## config.mk

```make
export PLATFORM = sky130hd
export DESIGN_NAME = lc_transition_requester
export DESIGN_NICKNAME = d
export VERILOG_FILES = /design/src/rtl/lc_pkg.sv /design/src/rtl/lc_req_timer.sv /design/src/rtl/lc_transition_requester.sv
export SDC_FILE = /design/constraint.sdc
export NUM_CORES = 1
export LEC_CHECK = 0
export CORE_AREA = 2 2 207 209
export CTS_CLUSTER_DIAMETER = 200
export DETAILED_ROUTE_END_ITERATION = 6
export DIE_AREA = 0 0 209 211
export GPL_ROUTABILITY_DRIVEN = 1
export PLACE_DENSITY_LB_ADDON = 0.15
export SYNTH_ARGS = -nofsm -noshare
export SYNTH_HDL_FRONTEND = slang
export SYNTH_SLANG_ARGS = --single-unit
export TNS_END_PERCENT = 30
```

## constraint.sdc

```tcl
create_clock -name clk -period 2.1 [get_ports clk]
set_input_delay 0.525 -clock clk [delete_from_list [all_inputs] [get_ports clk]]
set_output_delay 0.525 -clock clk [all_outputs]
set_load 0.1 [all_outputs]
```

## src/rtl/lc_pkg.sv

```systemverilog
// rtl/lc_pkg.sv - shared lifecycle types for the transition requester and responder
package lc_pkg;

    localparam int LC_WIDTH = 3;
    localparam int LC_EOL   = 5;

    typedef enum logic [1:0] {
        LC_OK        = 2'd0,
        LC_DENIED    = 2'd1,
        LC_REJECTED  = 2'd2,
        LC_STATE_ERR = 2'd3
    } lc_status_t;

    typedef enum logic [2:0] {
        REQ_IDLE    = 3'd0,
        REQ_REQ     = 3'd1,
        REQ_RELEASE = 3'd2,
        REQ_GUARD   = 3'd3,
        REQ_RESP    = 3'd4
    } req_state_t;

endpackage

```

## src/rtl/lc_req_timer.sv

```systemverilog
// rtl/lc_req_timer.sv - loadable up-counter with terminal-count flag
module lc_req_timer #(
    parameter int WIDTH = 4
) (
    input  logic             clk,
    input  logic             rst,
    input  logic             clr_i,
    input  logic             en_i,
    input  logic [WIDTH-1:0] term_i,
    output logic             tc_o
);

    logic [WIDTH-1:0] cnt_q;

    always_ff @(posedge clk or negedge rst) begin
        if (!rst) begin
            cnt_q <= '0;
        end else if (clr_i) begin
            cnt_q <= '0;
        end else if (en_i) begin
            cnt_q <= cnt_q + 1'b1;
        end
    end

    assign tc_o = (cnt_q == term_i);

endmodule

```

## src/rtl/lc_transition_requester.sv

```systemverilog
// rtl/lc_transition_requester.sv - lifecycle transition handshake initiator
module lc_transition_requester #(
    parameter int ID_WIDTH     = 256,
    parameter int LC_WIDTH     = 3,
    parameter int TIMEOUT      = 16,
    parameter int GUARD_CYCLES = 2,
    parameter int MAX_FAILS    = 3
) (
    input  logic                clk,
    input  logic                rst,
    input  logic                cmd_valid,
    output logic                cmd_ready,
    input  logic [LC_WIDTH-1:0] cmd_target_lc,
    input  logic [ID_WIDTH-1:0] cmd_identifier,
    output logic                transition_request,
    output logic [ID_WIDTH-1:0] identifier,
    input  logic                success,
    input  logic [LC_WIDTH-1:0] lc_state,
    output logic                rsp_valid,
    output logic [1:0]          rsp_status,
    output logic [LC_WIDTH-1:0] rsp_lc,
    output logic                locked
);
    import lc_pkg::*;

    localparam int TMAX = (TIMEOUT > GUARD_CYCLES) ? TIMEOUT : GUARD_CYCLES;
    localparam int TW   = $clog2(TMAX);
    localparam int FW   = $clog2(MAX_FAILS + 1);

    req_state_t          state_q, state_d;
    lc_status_t          status_q, status_d;
    logic [ID_WIDTH-1:0] id_q, id_d;
    logic [LC_WIDTH-1:0] tgt_q, tgt_d;
    logic [FW-1:0]       fail_q, fail_d, fail_inc;
    logic                locked_q, locked_d;
    logic                tmr_clr, tmr_en, tmr_tc;
    logic [TW-1:0]       tmr_term;
    logic                precheck_fail;

    // Target must be exactly one step ahead; below EOL the increment cannot wrap.
    assign precheck_fail = locked_q
                        || (lc_state >= LC_WIDTH'(LC_EOL))
                        || (cmd_target_lc != lc_state + LC_WIDTH'(1));

    assign fail_inc = (fail_q == FW'(MAX_FAILS)) ? fail_q : fail_q + 1'b1;

    lc_req_timer #(.WIDTH(TW)) u_timer (
        .clk    (clk),
        .rst    (rst),
        .clr_i  (tmr_clr),
        .en_i   (tmr_en),
        .term_i (tmr_term),
        .tc_o   (tmr_tc)
    );

    always_ff @(posedge clk or negedge rst) begin
        if (!rst) begin
            state_q  <= REQ_IDLE;
            status_q <= LC_OK;
            id_q     <= '0;
            tgt_q    <= '0;
            fail_q   <= '0;
            locked_q <= 1'b0;
        end else begin
            state_q  <= state_d;
            status_q <= status_d;
            id_q     <= id_d;
            tgt_q    <= tgt_d;
            fail_q   <= fail_d;
            locked_q <= locked_d;
        end
    end

    always_comb begin
        state_d  = state_q;
        status_d = status_q;
        id_d     = id_q;
        tgt_d    = tgt_q;
        fail_d   = fail_q;
        locked_d = locked_q;
        tmr_clr  = 1'b0;
        tmr_en   = 1'b0;
        tmr_term = TW'(TIMEOUT - 1);
        case (state_q)
            REQ_IDLE: begin
                if (cmd_valid) begin
                    if (precheck_fail) begin
                        status_d = LC_REJECTED;
                        state_d  = REQ_RESP;
                    end else begin
                        id_d    = cmd_identifier;
                        tgt_d   = cmd_target_lc;
                        tmr_clr = 1'b1;
                        state_d = REQ_REQ;
                    end
                end
            end
            REQ_REQ: begin
                // A grant arriving on the expiry cycle takes precedence over the timeout.
                if (success) begin
                    status_d = (lc_state == tgt_q) ? LC_OK : LC_STATE_ERR;
                    if (lc_state == tgt_q) begin
                        fail_d = '0;
                    end
                    id_d    = '0;
                    state_d = REQ_RELEASE;
                end else if (tmr_tc) begin
                    status_d = LC_DENIED;
                    fail_d   = fail_inc;
                    if (fail_inc == FW'(MAX_FAILS)) begin
                        locked_d = 1'b1;
                    end
                    id_d    = '0;
                    state_d = REQ_RELEASE;
                end else begin
                    tmr_en = 1'b1;
                end
            end
            REQ_RELEASE: begin
                if (!success) begin
                    tmr_clr = 1'b1;
                    state_d = REQ_GUARD;
                end
            end
            REQ_GUARD: begin
                tmr_term = TW'(GUARD_CYCLES - 1);
                if (tmr_tc) begin
                    state_d = REQ_RESP;
                end else begin
                    tmr_en = 1'b1;
                end
            end
            REQ_RESP: begin
                state_d = REQ_IDLE;
            end
            default: begin
                state_d = REQ_IDLE;
            end
        endcase
    end

    assign cmd_ready          = rst && (state_q == REQ_IDLE);
    assign transition_request = (state_q == REQ_REQ);
    assign identifier         = id_q;
    assign rsp_valid          = (state_q == REQ_RESP);
    assign rsp_status         = rsp_valid ? status_q : LC_OK;
    assign rsp_lc             = rsp_valid ? lc_state : '0;
    assign locked             = locked_q;

endmodule

```

==> metrics.txt, run 1 <==
Post-Layout Cell Count 1830; Routed Antenna Nets 0; initial antenna violation count 1; Port Buffers 530; commonest non-fill, non-tap cell in the layout buf_4; chip width 209 microns; r2r endpoint identifier[44]; Tmin final 2.31 ns; share of layout cells above drive strength 1 0.341; Reg-to-Reg Start state_q[1]; HPWL Detailed about 25000 microns; number of global-route vias before repair between 8000 and 9000; worst slew pin tran between 0.9 and 1 ns; number of synthesized register bits 271; most frequent cells in the layout buf_4, dfrtp_1, clkdlybuf4s50_1; mapped cell area ~10000 sq um; DR WL/cell approximately 21 microns; Net count, final between 1500 and 2000; First-pass DRT Iterations 4; Layout area overhead 74.8%; placed insts 1733; Mapped Cells just under 700; grt total ovfl 0; drt initial violations around 440; Yosys warnings 0; Max Buffers Root-to-Sink 3; critical path type reg2out; Mapped Avg Cell Area between 10 and 15 sq um; failing checks negative hold slack, negative setup slack; largest net degree at the start of global routing between 100 and 150; CTS tree done; relative max-transition margin 0.386; via count around 8300; Clock Pin Slew Worst Setup and Hold Paths about 0.060 ns; drt drc 0; # Max-Cap Violations 0; number of synthesized flops with an enable pin 0; fin util 0.420; RSZ-0062 raised after global routing yes; Chip Height 211 microns; CP Data Required Time 1.57 ns; gp weighted congestion 0.745; Final Slew Violations 0; CP Capture Type output port; IO Count 531; status finished with violations; final WL about 38000 microns; GRT Overall Usage 0.166; Worst Path Max Fanout 4; Final Skew ~0.0089 ns; H-tree levels 1; Final Hold Viols 1; final setup fails 8; syn nets 943; CTS buffer count 30; reg2reg setup slack roughly 0.05 ns; Core ar. 41800 sq um; Max Clk Rate 432 MHz; clk root buf clkbuf_16; initial core utilization 0.241; DIE AREA 44100 sq um; final worst setup slack -0.212 ns; clock sink count 271; ys async rst share 1.00; drt via density approximately 4.5; clk_lat worst skew around 0.57 ns; startpoint types flop; CP arrival about 1.8 ns; num rows 75; hold_ws -0.00683 ns; synth unique cells 34; worst reg2reg path depth 7; Worst Hold Class in2async; Most used DFF post-synth dfrtp_1; first-pass GRT wire length 56600 microns; post-synthesis sequential area ratio 0.675; period utilization 1.10
## what timing repair did
item / CTS / global route
resized for setup: 49 / 25
endpoints found under the setup margin: 269 / 267
setup buffers: 20 / 4
gates cloned: 16 / 1
pin swaps: 6 / 12
hold buffers: 0 / 0
## how the worst max path moves through the flow
| stage | from | end | depth (start not counted) |
|---|---|---|---|
| 6_report | state_q[1] | cmd_ready | 5 |
| 5_1_grt | state_q[1] | cmd_ready | 5 |
| 4_1_cts | state_q[1] | rsp_status[0] | 5 |
| 3_5_place_dp | lc_state[1] | identifier[209] | 8 |
| 3_3_place_gp | lc_state[1] | identifier[110] | 8 |
| 2_1_floorplan | state_q[0] | rsp_lc[0] | 3 |
## through the flow
step           setup slack (ns)  instance area [sq um]  hold slack, ns  setup TNS [ns]
6_report                 -0.212                  17600        -0.00683           -1.40
5_1_grt                  -0.292                  17600          0.0447           -2.81
4_1_cts                  -0.234                  17400          0.0259           -4.00
3_5_place_dp              -1.01                  15600           0.492         -256.70
3_3_place_gp              -1.01                  15600           0.489         -258.49
2_1_floorplan            -0.406                  10100           0.229          -44.07
## routing by layer
metal	routed length (microns)	part of all wire	vias up	track usage
li1	-	-	3785	-
met1	15500	0.41	4107	0.208
met2	19000	0.50	339	0.282
met3	2850	0.075	48	0.0467
met4	775	0.020	0	0.0458
met5	0	0	-	0
## cell usage after synthesis, types with 4 or more instances
library cell / n / share of area
dfrtp_1: 271 / 0.68
a22o_1: 257 / 0.22
buf_2: 28 / 0.014
buf_6: 26 / 0.029
o21ai_0: 13 / 0.0065
nand2_1: 9 / 0.0034
and2_1: 7 / 0.0044
nor2_1: 7 / 0.0026
a21oi_1: 6 / 0.0030
nor3_1: 5 / 0.0025
xnor2_1: 5 / 0.0044
inv_1: 4 / 0.0015
mux2_2: 4 / 0.0045
## registers in the layout, summed over array words and instances, names as in the netlist
name	count
state_q	3
locked	1
tgt_q	3
u_timer.cnt_q	4
status_q	2
identifier	256
fail_q	2
## final cells by class
| type | instances | area, sq um |
|---|---|---|
| Fill cell | 3958 | 24200 |
| Sequential cell | 271 | 6790 |
| Timing Repair Buffer | 616 | 6040 |
| Multi-Input combinational cell | 343 | 2950 |
| Clock buffer | 42 | 857 |
| Tap cell | 539 | 674 |
| Clock inverter | 14 | 224 |
| Inverter | 4 | 22.5 |
| Antenna cell | 1 | 2.50 |
## cells by family (layout without fill, tap and decap cells)
group           after synthesis  after routing  share of synthesized area
compound gates              282            284                      0.239
flops                       271            271                      0.675
buf+inv                      62            676                     0.0465
simple gates                 43             43                     0.0234
mux                           7              7                    0.00747
xor+xnor                      6              6                    0.00523
fa+ha+maj                     3              3                    0.00374
other cells                   0              1                          0
## worst max-delay path: stages, from the launching register on
cell     delay (ns)
dfrtp_2        0.45
buf_12         0.14
nor3_4         0.21
buf_6          0.13
and2_4         0.14
buf_12         0.16
Power of run 1 is not shown: default switching activity piles up to over one toggle a cycle in this logic, so the estimate is an artifact.
==> run 2: changes to the inputs <==
Settings changed: PLACE_DENSITY from default to 0.56, PLACE_DENSITY_LB_ADDON 0.15 to default.
==> run 2 against run 1 <==
- the flow finishes with violations (negative setup slack)
- register-to-register slack worse by 0.13 ns
- first-iteration DRC count grew 36%
- sequential share of layout area shrank 1.3 points
- die area did not move
- routed wire length up 6.2%
- global-route usage shrank 0.76 points
- cell count increased by 2.1%
- maximum frequency down 0.81%
- utilization grew 1.4 points
- hold slack better by 0.031 ns
- design area grew 3.3%
- critical path depth unchanged
- critical path type unchanged
==> metrics.txt, run 2 (same netlist as run 1, synthesis figures left out) <==
CTS tree done; num rows 75; number of global-route vias before repair approximately 8600; final instance area between 15000 and 20000 sq um; drt initial violations a little under 600; Max Buffers Root-to-Sink 3; clk root buf clkbuf_16; critical path type reg2out; initial antenna violation count 2; Routed Antenna Nets 0; Chip Height about 210 microns; drt via density between 4 and 5; Final Hold Viols 0; Net count, final between 1500 and 2000; setup TNS -6.88 ns; number of fill cells 3828; Final Skew 0.0153 ns; first-pass GRT wire length approximately 54000 microns; share of layout cells above drive strength 1 0.362; Tmin final between 2 and 2.5 ns; HPWL Detailed 26200 microns; met1 Use GR 0.205; DR WL/cell around 22 microns; drt drc 0; worst reg2reg path depth 8; startpoint types flop; GRT Overall Usage 0.159; # hold bufs at CTS 0; CP startpoint state_q[1]; status finished with violations; Clock Pin Slew Worst Setup and Hold Paths approximately 0.060 ns; via count ~8600; CTS buffer count 31; clock sink count roughly 270; relative max-transition margin 0.374; DP Area 15700 sq um; Worst Path Max Fanout 6; met2 Use GR 0.269; Reg-to-Reg Start state_q[2]; Worst Hold Class in2async; gp weighted congestion slightly below 0.9; most frequent cells in the layout buf_4, dfrtp_1, clkdlybuf4s50_1; Max Clk Rate ~430 MHz; failing checks negative setup slack; chip width roughly 210 microns; Core ar. approximately 42000 sq um; M3 GR Usage 0.0352; commonest non-fill, non-tap cell in the layout buf_4; clk_lat worst skew 0.57 ns; number of flip-flops in the largest register 256; r2r endpoint identifier[205]; period utilization 1.11; Seq. cell area 6780 sq um; Final Slew Violations 0; Layout area overhead 80.6%; hold_ws 0.0238 ns; DIE AREA roughly 44000 sq um; largest net degree at the start of global routing ~150; RSZ-0062 raised after global routing yes; reg2reg setup slack -0.08 ns; Most Used Layer, Global Route met2; grt total ovfl 0; final setup fails 174; Port Buffers 530; final worst setup slack -0.231 ns; # Max-Cap Violations 0; First-pass DRT Iterations 5; H-tree levels 1; worst slew pin tran around 0.94 ns; area of the multi-input gates ~2900 sq um; CP Data Required Time about 1.6 ns; fin util 0.434; final WL 40500 microns; IO Count roughly 530; initial core utilization 0.241; CP Capture Type output port; CP arrival between 1.5 and 2 ns
## run 2: changes by cell type in the layout (fill, tap and decap cells not counted), sizes merged
cell	delta
buf	+25
clkbuf	+18
bufbuf	-4
clkinv	-3
clkinvlp	+2
inv	+2
a21bo	-1
## run 2: worst max-delay path, stage by stage (launching register included)
cell and delay, ns:
dfrtp_1 0.42, buf_6 0.15, nor3b_4 0.20, buf_6 0.15, and2_4 0.15, buf_12 0.16
## run 2: layout make-up
cell class	count	share of cell area
Timing Repair Buffer	658	0.365
Tap cell	539	0.0372
Multi-Input combinational cell	342	0.162
Clock inverter	15	0.0132
Sequential cell	271	0.374
Clock buffer	39	0.0472
Antenna cell	1	0.000138
Inverter	4	0.00138
## run 2: through the flow
step	instances	setup WS, ns
6_report	1869	-0.231
5_1_grt	1869	-0.321
4_1_cts	1829	-0.240
3_5_place_dp	1747	-1.06
3_3_place_gp	1747	-1.02
2_1_floorplan	674	-0.406
## run 2: routing by layer
metal / share of wire / vias to the layer above
met1: 0.42 / 4408
met5: 0.00032 / -
met3: 0.055 / 57
li1: - / 3868
met2: 0.50 / 312
met4: 0.022 / 2
## run 2: what timing repair did
item | 4_1_cts | 5_1_grt
setup endpoints to repair | 269 | 268
buffers inserted | 23 | 8
gates cloned | 5 | 34
gates resized for setup | 41 | 54
pin swaps | 7 | 197
## run 2: worst max-delay path by stage
stage | to | cells past startpoint
after floorplan | rsp_lc[0] | 3
after global placement | identifier[162] | 9
after detailed placement | identifier[87] | 8
after CTS | rsp_status[0] | 5
after global routing | rsp_lc[1] | 5
final | rsp_status[0] | 5
Power of run 2 is left out for the same reason.
==> patch, RTL diff (flow settings as in run 1) <==
`LC_WIDTH` is set to 3 in 2 places; all go to 6.
--- a/src/rtl/lc_pkg.sv
+++ b/src/rtl/lc_pkg.sv
@@ -1,7 +1,7 @@
 // rtl/lc_pkg.sv - shared lifecycle types for the transition requester and responder
 package lc_pkg;
 
-    localparam int LC_WIDTH = 3;
+    localparam int LC_WIDTH = 6;
     localparam int LC_EOL   = 5;
 
     typedef enum logic [1:0] {
--- a/src/rtl/lc_transition_requester.sv
+++ b/src/rtl/lc_transition_requester.sv
@@ -1,7 +1,7 @@
 // rtl/lc_transition_requester.sv - lifecycle transition handshake initiator
 module lc_transition_requester #(
     parameter int ID_WIDTH     = 256,
-    parameter int LC_WIDTH     = 3,
+    parameter int LC_WIDTH     = 6,
     parameter int TIMEOUT      = 16,
     parameter int GUARD_CYCLES = 2,
     parameter int MAX_FAILS    = 3
Interface: changed (resized cmd_target_lc, lc_state and rsp_lc); port bits go from 531 to 540. The function was not compared with the original's and may differ.
==> patch against run 1 <==
The run ends with setup timing left. Wire length rose by 60%. Synthesized area rose by 42%. Largest cell class is now buffers. Global-route usage rose by 8.9 points. Worst setup slack improved by 0.028 ns. Sequential cell count rose by 3. Non-clock buffer count rose by 102. Cell area rose by 36%. Critical path type unchanged. Critical path depth did not move. Cell count rose by 50%.
Power is left out: it rests on default switching activity, and per cell area and clock period it moved more than threefold.
==> patch: results <==
INSERT INTO impl_metrics (metric_group, metric, value, unit) VALUES
('global_route', 'global_route_wire_length_before_repair', '88.53', 'mm'),
('synth', 'synthAdderAreaFrac', '0.3516', '%'),
('placed_design', 'dpl_worst_slack', '-0.9486', 'ns'),
('synth', 'top_post_synthesis_cells_by_count', 'dfrtp_1 (274), inv_1 (265), nand2_1 (260), nand4_1 (260), o311ai_1 (207)', ''),
('synth', 'compound_gate_fraction_of_synth_area', '16.92', '%'),
('synth', 'mappedNetlistNets', '1863', ''),
('final_layout', 'share_of_layout_cells_above_drive_strength_1', '28.42', '%'),
('global_route', 'grt_usage', '25.54', '%'),
('detailed_routing', 'drtPass1Iterations', '5', ''),
('sta', 'setup_slack', '-0.1840', 'ns'),
('placed_design', 'globalplace.congestion', '0.8109', ''),
('detailed_routing', 'via_count', '15150', ''),
('sta', 'tightestPinTransition', '1.149', 'ns'),
('sta', 'finalSetupViolations', '214', ''),
('status', 'status', 'finished, violations left', ''),
('setup_path', 'crit_path_max_fanout', '9', ''),
('setup_path', 'worst-r2r-cell-count', '9', ''),
('detailed_routing', 'detail_route.wirelength', '61.04', 'mm'),
('setup_path', 'crit_slowest_cell', 'dfrtp_1', ''),
('status', 'failed_checks', 'setup timing', '');
-- patch: worst paths after layout --
path                                         to
worst min register to register   identifier[46]
worst max-delay path                  rsp_lc[0]
worst max register to register   identifier[84]
max in group asynchronous        identifier[49]
worst min-delay path            identifier[169]
min in group clk                       tgt_q[0]
-- patch: what timing repair did --
item | in CTS | in global routing
pin swaps | 14 | 101
gates resized for setup | 129 | 105
hold endpoints to repair | 0 | 0
setup endpoints to repair | 281 | 244
buffers inserted | 35 | 17
gates cloned | 20 | 12
-- patch: cells by family after synthesis --
| family | count (synthesis) |
|---|---|
| flops | 274 |
| mux | 7 |
| buf+inv | 442 |
| xor+xnor | 13 |
| fa+ha+maj | 4 |
| simple gates | 567 |
| compound gates | 280 |
-- patch: worst max-delay path: cells and delay by family, from the launching register on --
kind / cells / cell delay (ns)
buf+inv: 3 / 0.46
flops: 1 / 0.39
simple gates: 2 / 0.37
-- patch: stage by stage --
| step | area, sq um | std cells | hold slack, ns |
|---|---|---|---|
| after floorplan | 14380 | 1587 | 0.2294 |
| after global placement | 20420 | 2591 | 0.4926 |
| after detailed placement | 20420 | 2591 | 0.4975 |
| after CTS | 23040 | 2707 | 0.1511 |
| after global routing | 23910 | 2737 | 0.1464 |
| final | 23910 | 2738 | 0.08484 |
-- patch: routing by layer --
metal / vias up / share of wire, % / track usage [%]
met5: - / 0 / 0
li1: 6954 / - / -
met2: 677 / 48 / 40.97
met3: 111 / 8.5 / 7.434
met1: 7405 / 40 / 32.34
met4: 0 / 3.4 / 10.49
-- patch: cell type report --
type                    count  area, sq um  area share (%)
diodes                      7        17.52         0.07326
clock buffers              51         1069           4.469
clock inverters            12        113.9          0.4762
inverters                 266         1021           4.270
multi-input cells         871         6459           27.01
flip-flops and latches    274         6862           28.70
well taps                 539        674.4           2.821
repair buffers            718         7695           32.18
